File: config.mk
export PLATFORM = sky130hd
export DESIGN_NAME = jk_seq_controller
export DESIGN_NICKNAME = d
export VERILOG_FILES = /design/src/rtl/jk_seq_controller_pkg.sv /design/src/rtl/jk_cell.sv /design/src/rtl/jk_seq_controller.sv
export SDC_FILE = /design/constraint.sdc
export NUM_CORES = 1
export LEC_CHECK = 0
export ABC_CLOCK_PERIOD_IN_PS = 2600
export CORE_AREA = 2 2 48 50
export DETAILED_ROUTE_END_ITERATION = 16
export DIE_AREA = 0 0 50 52
export HOLD_SLACK_MARGIN = 0.15
export PLACE_DENSITY = 0.74
export SETUP_SLACK_MARGIN = 0.15
export SLEW_MARGIN = 10
export SYNTH_ARGS = -nofsm -noshare
export SYNTH_HDL_FRONTEND = slang
export SYNTH_HIERARCHICAL = 1
export SYNTH_SLANG_ARGS = --single-unit
File: constraint.sdc
create_clock -name clock -period 2.6 [get_ports clock]
set_clock_uncertainty 0.2 [all_clocks]
set_input_delay 0.52 -clock clock [delete_from_list [all_inputs] [get_ports clock]]
set_output_delay 0.52 -clock clock [all_outputs]
set_load 0.03 [all_outputs]
File: src/rtl/jk_seq_controller_pkg.sv
// jk_seq_controller_pkg: mode codes, FSM state encoding and default width for the JK sequencer
package jk_seq_controller_pkg;
    localparam int DEFAULT_WIDTH = 4;
    localparam logic [1:0] MODE_HOLD = 2'b00;
    localparam logic [1:0] MODE_UP   = 2'b01;
    localparam logic [1:0] MODE_DOWN = 2'b10;
    localparam logic [1:0] MODE_LOAD = 2'b11;
    localparam logic [1:0] IDLE = 2'd0;
    localparam logic [1:0] LOAD = 2'd1;
    localparam logic [1:0] RUN  = 2'd2;
    localparam logic [1:0] DONE = 2'd3;
endpackage

File: src/rtl/jk_cell.sv
// jk_cell: single JK flip-flop with asynchronous active-low clear
module jk_cell (
    input  logic clock,
    input  logic reset,
    input  logic j,
    input  logic k,
    output logic q
);
    // 00 hold, 01 clear, 10 set, 11 toggle
    always_ff @(posedge clock or negedge reset)
        if (!reset) q <= 1'b0;
        else q <= (j & ~q) | (~k & q);
endmodule

File: src/rtl/jk_seq_controller.sv
// jk_seq_controller: start/busy/done sequencer driving a JK register bank to hold, load or count toward a target
// Optional feature macro JK_AUTO_RELOAD_EN: on reaching the target, pulse done, reload load_val and keep counting.
module jk_seq_controller
    import jk_seq_controller_pkg::*;
#(
    parameter int WIDTH = DEFAULT_WIDTH
) (
    input  logic             clock,
    input  logic             reset,
    input  logic             start,
    input  logic [1:0]       mode,
    input  logic [WIDTH-1:0] load_val,
    input  logic [WIDTH-1:0] limit,
    input  logic             stop,
    output logic [WIDTH-1:0] q,
    output logic             busy,
    output logic             done
);
    logic [1:0]       state, state_n, mode_l;
    logic [WIDTH-1:0] load_l, limit_l, step, n, j, k;
    logic             accept, at_limit, reload;

    assign accept   = state == IDLE && start && mode != MODE_HOLD;
    assign at_limit = q == limit_l;
    assign busy     = state == LOAD || state == RUN;

`ifdef JK_AUTO_RELOAD_EN
    logic done_r;
    assign reload = state == RUN && !stop && at_limit;
    assign done   = state == DONE || done_r;
    // done follows the reload edge by one cycle, matching DONE-state timing
    always_ff @(posedge clock or negedge reset)
        if (!reset) done_r <= 1'b0;
        else done_r <= reload;
`else
    assign reload = 1'b0;
    assign done   = state == DONE;
`endif

    // next register value and per-bit excitation; reload toggles only differing bits
    always_comb begin
        step = mode_l == MODE_UP ? q + 1'b1 : q - 1'b1;
        n    = state == LOAD ? load_l : (state == RUN && !stop && !at_limit) ? step : q;
        j    = reload ? q ^ load_l : ~q & n;
        k    = reload ? q ^ load_l : q & ~n;
    end

    // FSM transitions; stop outranks reaching the target
    always_comb begin
        state_n = state;
        case (state)
            IDLE: state_n = accept ? (mode == MODE_LOAD ? LOAD : RUN) : IDLE;
            LOAD: state_n = DONE;
`ifdef JK_AUTO_RELOAD_EN
            RUN:  state_n = stop ? IDLE : RUN;
`else
            RUN:  state_n = stop ? IDLE : at_limit ? DONE : RUN;
`endif
            default: state_n = IDLE;
        endcase
    end

    // state register and operand latches captured on an accepted start
    always_ff @(posedge clock or negedge reset)
        if (!reset) begin
            state   <= IDLE;
            mode_l  <= MODE_HOLD;
            load_l  <= '0;
            limit_l <= '0;
        end else begin
            state <= state_n;
            if (accept) begin
                mode_l  <= mode;
                load_l  <= load_val;
                limit_l <= limit;
            end
        end

    for (genvar i = 0; i < WIDTH; i++) begin : g_cell
        jk_cell u_cell (
            .clock(clock),
            .reset(reset),
            .j    (j[i]),
            .k    (k[i]),
            .q    (q[i])
        );
    end
endmodule

==> metrics.txt, run 1 <==
status=finished clean; row count=17; post-cts resize count=0; routed wire length=~1700 um; Setup crit end kind=primary output; DRT iter0 DRCs=3; Setup Viol. Count Final=0; Leak=~0.53 nW; Worst Slack Setup Final=0.330 ns; most instantiated cells after synthesis=dfrtp_1 (16), nand2_1 (11), inv_1 (9); crit path DAT=1.55 ns; Min Clock Period, post-route=2.27 ns; Max Cap Violations=0; Syn Std Cell Area=976 um2; number of global-route vias before repair=745; CTS tree=yes; vias=about 700; antenna violations before repair=0; final hold viol count=0; Die Span Y=~52 um; worst skew pair latency=between 0.2 and 0.3 ns; WP data required=~1.9 ns; Gate Count Post-Synth=91; relative slew slack=0.515; Setup WS pre-CTS=slightly above 0.3 ns; Tightest Hold Check Type=flip-flop to flip-flop; CTS buffer count=3; Overall Global Routing Usage=0.166; Antenna Cells=0; period utilization=0.873; RSZ-0062 raised after global routing=no; die area=2600 um2; clock sinks=16; FF+latch count, synth=16; power per cell area=1240 nW/um2; Unique masters post-synth=29; core box area=around 2100 um2; H-tree levels=1; post-synth top area share=0.410; Vias/cell=5.14; crit-path max FO=3; synth-to-layout area growth=25.1%; peak supply drop=0.698 mV; WS Path Type=flip-flop to primary output; Filler Cell Count=between 150 and 200; setup TNS=0 ns; top-level I/O count=20; yosys warns=6; CTS Root Cell=clkbuf_4; share of cells above drive strength 1=0.152; Post-synth ARST share=1.00; Post-synth top flop=dfrtp_1; global-route wire length before repair=~3200 um; Final Max Slew Viols=0; setup bufs post-CTS=0; Post-synth EDFFs=0; Avg Inst Size Synth=approximately 11 um2; Antenna Nets Post-Route=0; register area share after synthesis=0.410; drt pass-1 iters=4; top cells by area, synth=dfrtp_1 (41%), mux2_2 (9.2%), ha_1 (7.7%); Initial Util=0.463; Clock Path Buffers=2; Detail Placement HPWL=1320 um; IO Port Bufs=19; Max Fclk=440 MHz; Slew @ Worst Pin=just over 0.7 ns; Yosys top cell by area=dfrtp_1; DR WL/cell=~12 um; overflow left after global routing=0; fin nets=about 140; Die Wd=about 50 um; Hold-fix buffers, CTS=0; most common cell in the netlist=dfrtp_1; pin count of the biggest net entering global routing=17; clock-pin slew on the worst setup and hold paths=~0.08 ns; syn_nets=between 100 and 150; DRC=0; GP Congestion=about 0.77; Critical Path Start Type=flip-flop
==> worst max-delay path: stages, from the launching register on <==
cell and delay (ns):
dfrtp_1 0.39, ha_1 0.20, clkdlybuf4s50_1 0.68
==> cell usage in the layout, fill, tap and decap left out, drive strengths merged, types with 2 or more instances in the layout <==
cell / count
xor2: 5
nor2: 4
inv: 9
nand3: 2
mux2i: 4
a21oi: 5
o22ai: 2
clkbuf: 3
mux2: 8
ha: 6
dfrtp: 16
clkdlybuf4s50: 18
nand2b: 3
nand2: 11
==> metrics by stage <==
step / instance area [um2] / utilization / power [mW] / cells / hold slack [ns]
floorplan: 976 / - / 1.17 / 91 / 0.0244
global placement: 1200 / 0.568 / 1.36 / 137 / 0.254
detailed placement: 1200 / 0.568 / 1.41 / 137 / 0.260
CTS: 1220 / 0.579 / 1.54 / 140 / 0.282
global route: 1220 / 0.580 / 1.66 / 140 / 0.303
finish: 1220 / 0.580 / 1.52 / 140 / 0.278
==> logic make-up (layout without fill, tap and decap cells) <==
kind of cell | after synthesis | after routing | synth area share
adder cells (fa/ha/maj) | 7 | 7 | 0.0974
XOR/XNOR | 5 | 5 | 0.0449
multiplexers | 12 | 12 | 0.133
buffers and inverters | 10 | 31 | 0.0397
AO/OA/AOI/OAI | 16 | 16 | 0.155
AND/OR/NAND/NOR | 25 | 25 | 0.119
flip-flops | 16 | 16 | 0.410
==> layer usage <==
layer  GRT usage  routed length [um]
met1       0.199                 723
met4      0.0926                  35
met2       0.274                 846
met3      0.0402                  67
met5           0                   0
==> cell type report <==
| type | count | area, um2 | area share |
|---|---|---|---|
| multi-input cells | 65 | 537 | 0.440 |
| clock buffers | 3 | 22.5 | 0.0184 |
| flip-flops and latches | 16 | 400 | 0.328 |
| repair buffers | 19 | 193 | 0.158 |
| well taps | 28 | 35.0 | 0.0287 |
| inverters | 9 | 33.8 | 0.0277 |
==> power breakdown <==
group / internal, mW / switching (mW)
Clock: 0.0539 / 0.0748
Sequential: 0.376 / 0.131
Combinational: 0.414 / 0.465
==> registers in the layout, summed over array words and instances (netlist names) <==
signal           count
g_cell.u_cell/q      4
load_l               4
mode_l               2
state                2
limit_l              4
==> path summary, 6_finish.rpt <==
path	cells after the start	slack, ns	start	end
max	2	0.33	state[1]	done
min	2	0.28	mode_l[1]	mode_l[1]
max reg2reg	8	0.44	state[1]	g_cell[3].u_cell/q
min reg2reg	2	0.28	mode_l[1]	mode_l[1]
max in group asynchronous	1	1.29	reset	limit_l[0]
min in group asynchronous	1	0.46	reset	g_cell[1].u_cell/q
No activity file was read; power rests on OpenSTA's default activity.
==> inputs of run 2 (changes only) <==
--- a/config.mk
+++ b/config.mk
@@ -5,7 +5,7 @@
 export SDC_FILE = /design/constraint.sdc
 export NUM_CORES = 1
 export LEC_CHECK = 0
-export ABC_CLOCK_PERIOD_IN_PS = 2600
+export ABC_CLOCK_PERIOD_IN_PS = 2400
 export CORE_AREA = 2 2 48 50
 export DETAILED_ROUTE_END_ITERATION = 16
 export DIE_AREA = 0 0 50 52
==> constraint.sdc (replaced) <==
create_clock -name clock -period 2.4 [get_ports clock]
set_clock_uncertainty 0.2 [all_clocks]
set_input_delay 0.48 -clock clock [delete_from_list [all_inputs] [get_ports clock]]
set_output_delay 0.48 -clock clock [all_outputs]
set_load 0.03 [all_outputs]
==> metrics.txt, run 2 (synthesis gave the netlist of run 1 again) <==
vias=720; fin nets=between 100 and 150; number of global-route vias before repair=693; Min Clock Period, post-route=roughly 2.2 ns; Leak=0.566 nW; status=finished clean; Filler Cell Count=roughly 180; Final Max Slew Viols=0; Tightest Hold Check Type=flip-flop to flip-flop; relative slew slack=0.659; H-tree levels=1; power per cell area=~1300 nW/um2; top flop regs=g_cell.u_cell/q (4), limit_l (4), load_l (4); share of cells above drive strength 1=0.181; slowest library cell on the worst path=clkdlybuf4s50_1; CTS tree=yes; global-route wire length before repair=3000 um; RSZ-0062 raised after global routing=no; Setup crit end kind=primary output; Critical Path Start Type=flip-flop; Detail Placement HPWL=1340 um; multi-input logic area=roughly 540 um2; overflow left after global routing=0; IO Port Bufs=19; WS Path Type=flip-flop to primary output; Vias/cell=5.00; Max Fclk=about 460 MHz; peak supply drop=0.739 mV; final hold viol count=0; Top delay family on crit path=buffers and inverters; CTS buffer count=3; DRT iter0 DRCs=0; core box area=roughly 2100 um2; GP Congestion=around 0.8; antenna violations before repair=0; delay of the slowest critical-path stage=between 0.7 and 0.8 ns; clock-pin slew on the worst setup and hold paths=0.09 ns; Storage cell area=~400 um2; commonest non-fill, non-tap cells in the layout=dfrtp_1 (16), clkdlybuf4s50_1 (15), nand2_1 (11), inv_1 (9), mux2_2 (8); Setup Viol. Count Final=0; CP cell instances=clkdlybuf4s50_1; reg2reg setup slack=0.31 ns; top-level I/O count=20; Die Span Y=between 50 and 60 um; DR WL/cell=11.8 um; CTS Root Cell=clkbuf_4; Slew @ Worst Pin=~0.5 ns; pin count of the biggest net entering global routing=17; Overall Global Routing Usage=0.158; GR peak layer=met2; Antenna Cells=0; setup TNS=0 ns; die area=roughly 2600 um2; synth-to-layout area growth=28.8%; Max Cap Violations=0; met2 usage=0.279; row count=17; period utilization=0.898; GR Layer Usage met1=0.172; DRC=0; Clock Path Buffers=2; routed wire length=about 1700 um; WP data required=between 1.5 and 2 ns; CP Buf/Inv Count=1; clock sinks=16; Total Power=1.67 mW; Antenna Nets Post-Route=0; met3 usage=0.0661; crit-path max FO=6; Die Wd=roughly 50 um; worst skew pair latency=0.28 ns; crit path DAT=between 1 and 1.5 ns; most common cell after layout, fill and taps aside=dfrtp_1; Initial Util=0.463; drt pass-1 iters=1; post-route cell area=between 1000 and 1500 um2; Placement Cell Area=1220 um2
## run 2: cell types whose count changed in the layout (fill, tap and decap cells not counted)
cell             delta
clkbuf_8            +1
dlygate4sd2_1       +2
dlymetal6s2s_1      +1
buf_4               +3
clkdlybuf4s50_1     -3
## run 2: metal layers
metal | wire length [um] | vias up
met2 | 866 | 14
met5 | 0 | -
li1 | - | 366
met3 | 97 | 2
met4 | 17 | 0
met1 | 714 | 338
## run 2: repair_timing
item | CTS | global route
buffers inserted | 0 | 0
gates resized for setup | 2 | 2
hold buffers | 0 | 0
hold endpoints to repair | 0 | 0
endpoints found under the setup margin | 2 | 2
## run 2: final cells by class
class	instances	share of cell area
flip-flops and latches	16	0.318
repair buffers	22	0.171
well taps	28	0.0279
multi-input cells	65	0.427
clock buffers	4	0.0289
inverters	9	0.0269
## run 2: report_power, final
part / internal (mW) / switching [mW]
combinational: 0.446 / 0.498
sequential: 0.408 / 0.140
clock: 0.0924 / 0.0860
## run 2: through the flow
stage | std cells | utilization | worst slack (ns) | hold WS (ns)
finish | 144 | 0.597 | 0.244 | 0.290
global route | 144 | 0.597 | 0.152 | 0.316
CTS | 144 | 0.595 | 0.174 | 0.297
detailed placement | 140 | 0.579 | 0.149 | 0.272
global placement | 140 | 0.579 | 0.176 | 0.254
floorplan | 91 | - | 0.321 | -0.0156
## run 2: worst paths after layout
kind	from	to	cells past startpoint
hold / removal	mode_l[1]	mode_l[1]	2
min in group asynchronous	reset	load_l[1]	2
setup reg to reg	mode_l[1]	g_cell[3].u_cell/q	8
hold reg to reg	mode_l[1]	mode_l[1]	2
setup / recovery	g_cell[0].u_cell/q	q[0]	1
max in group asynchronous	reset	load_l[3]	2
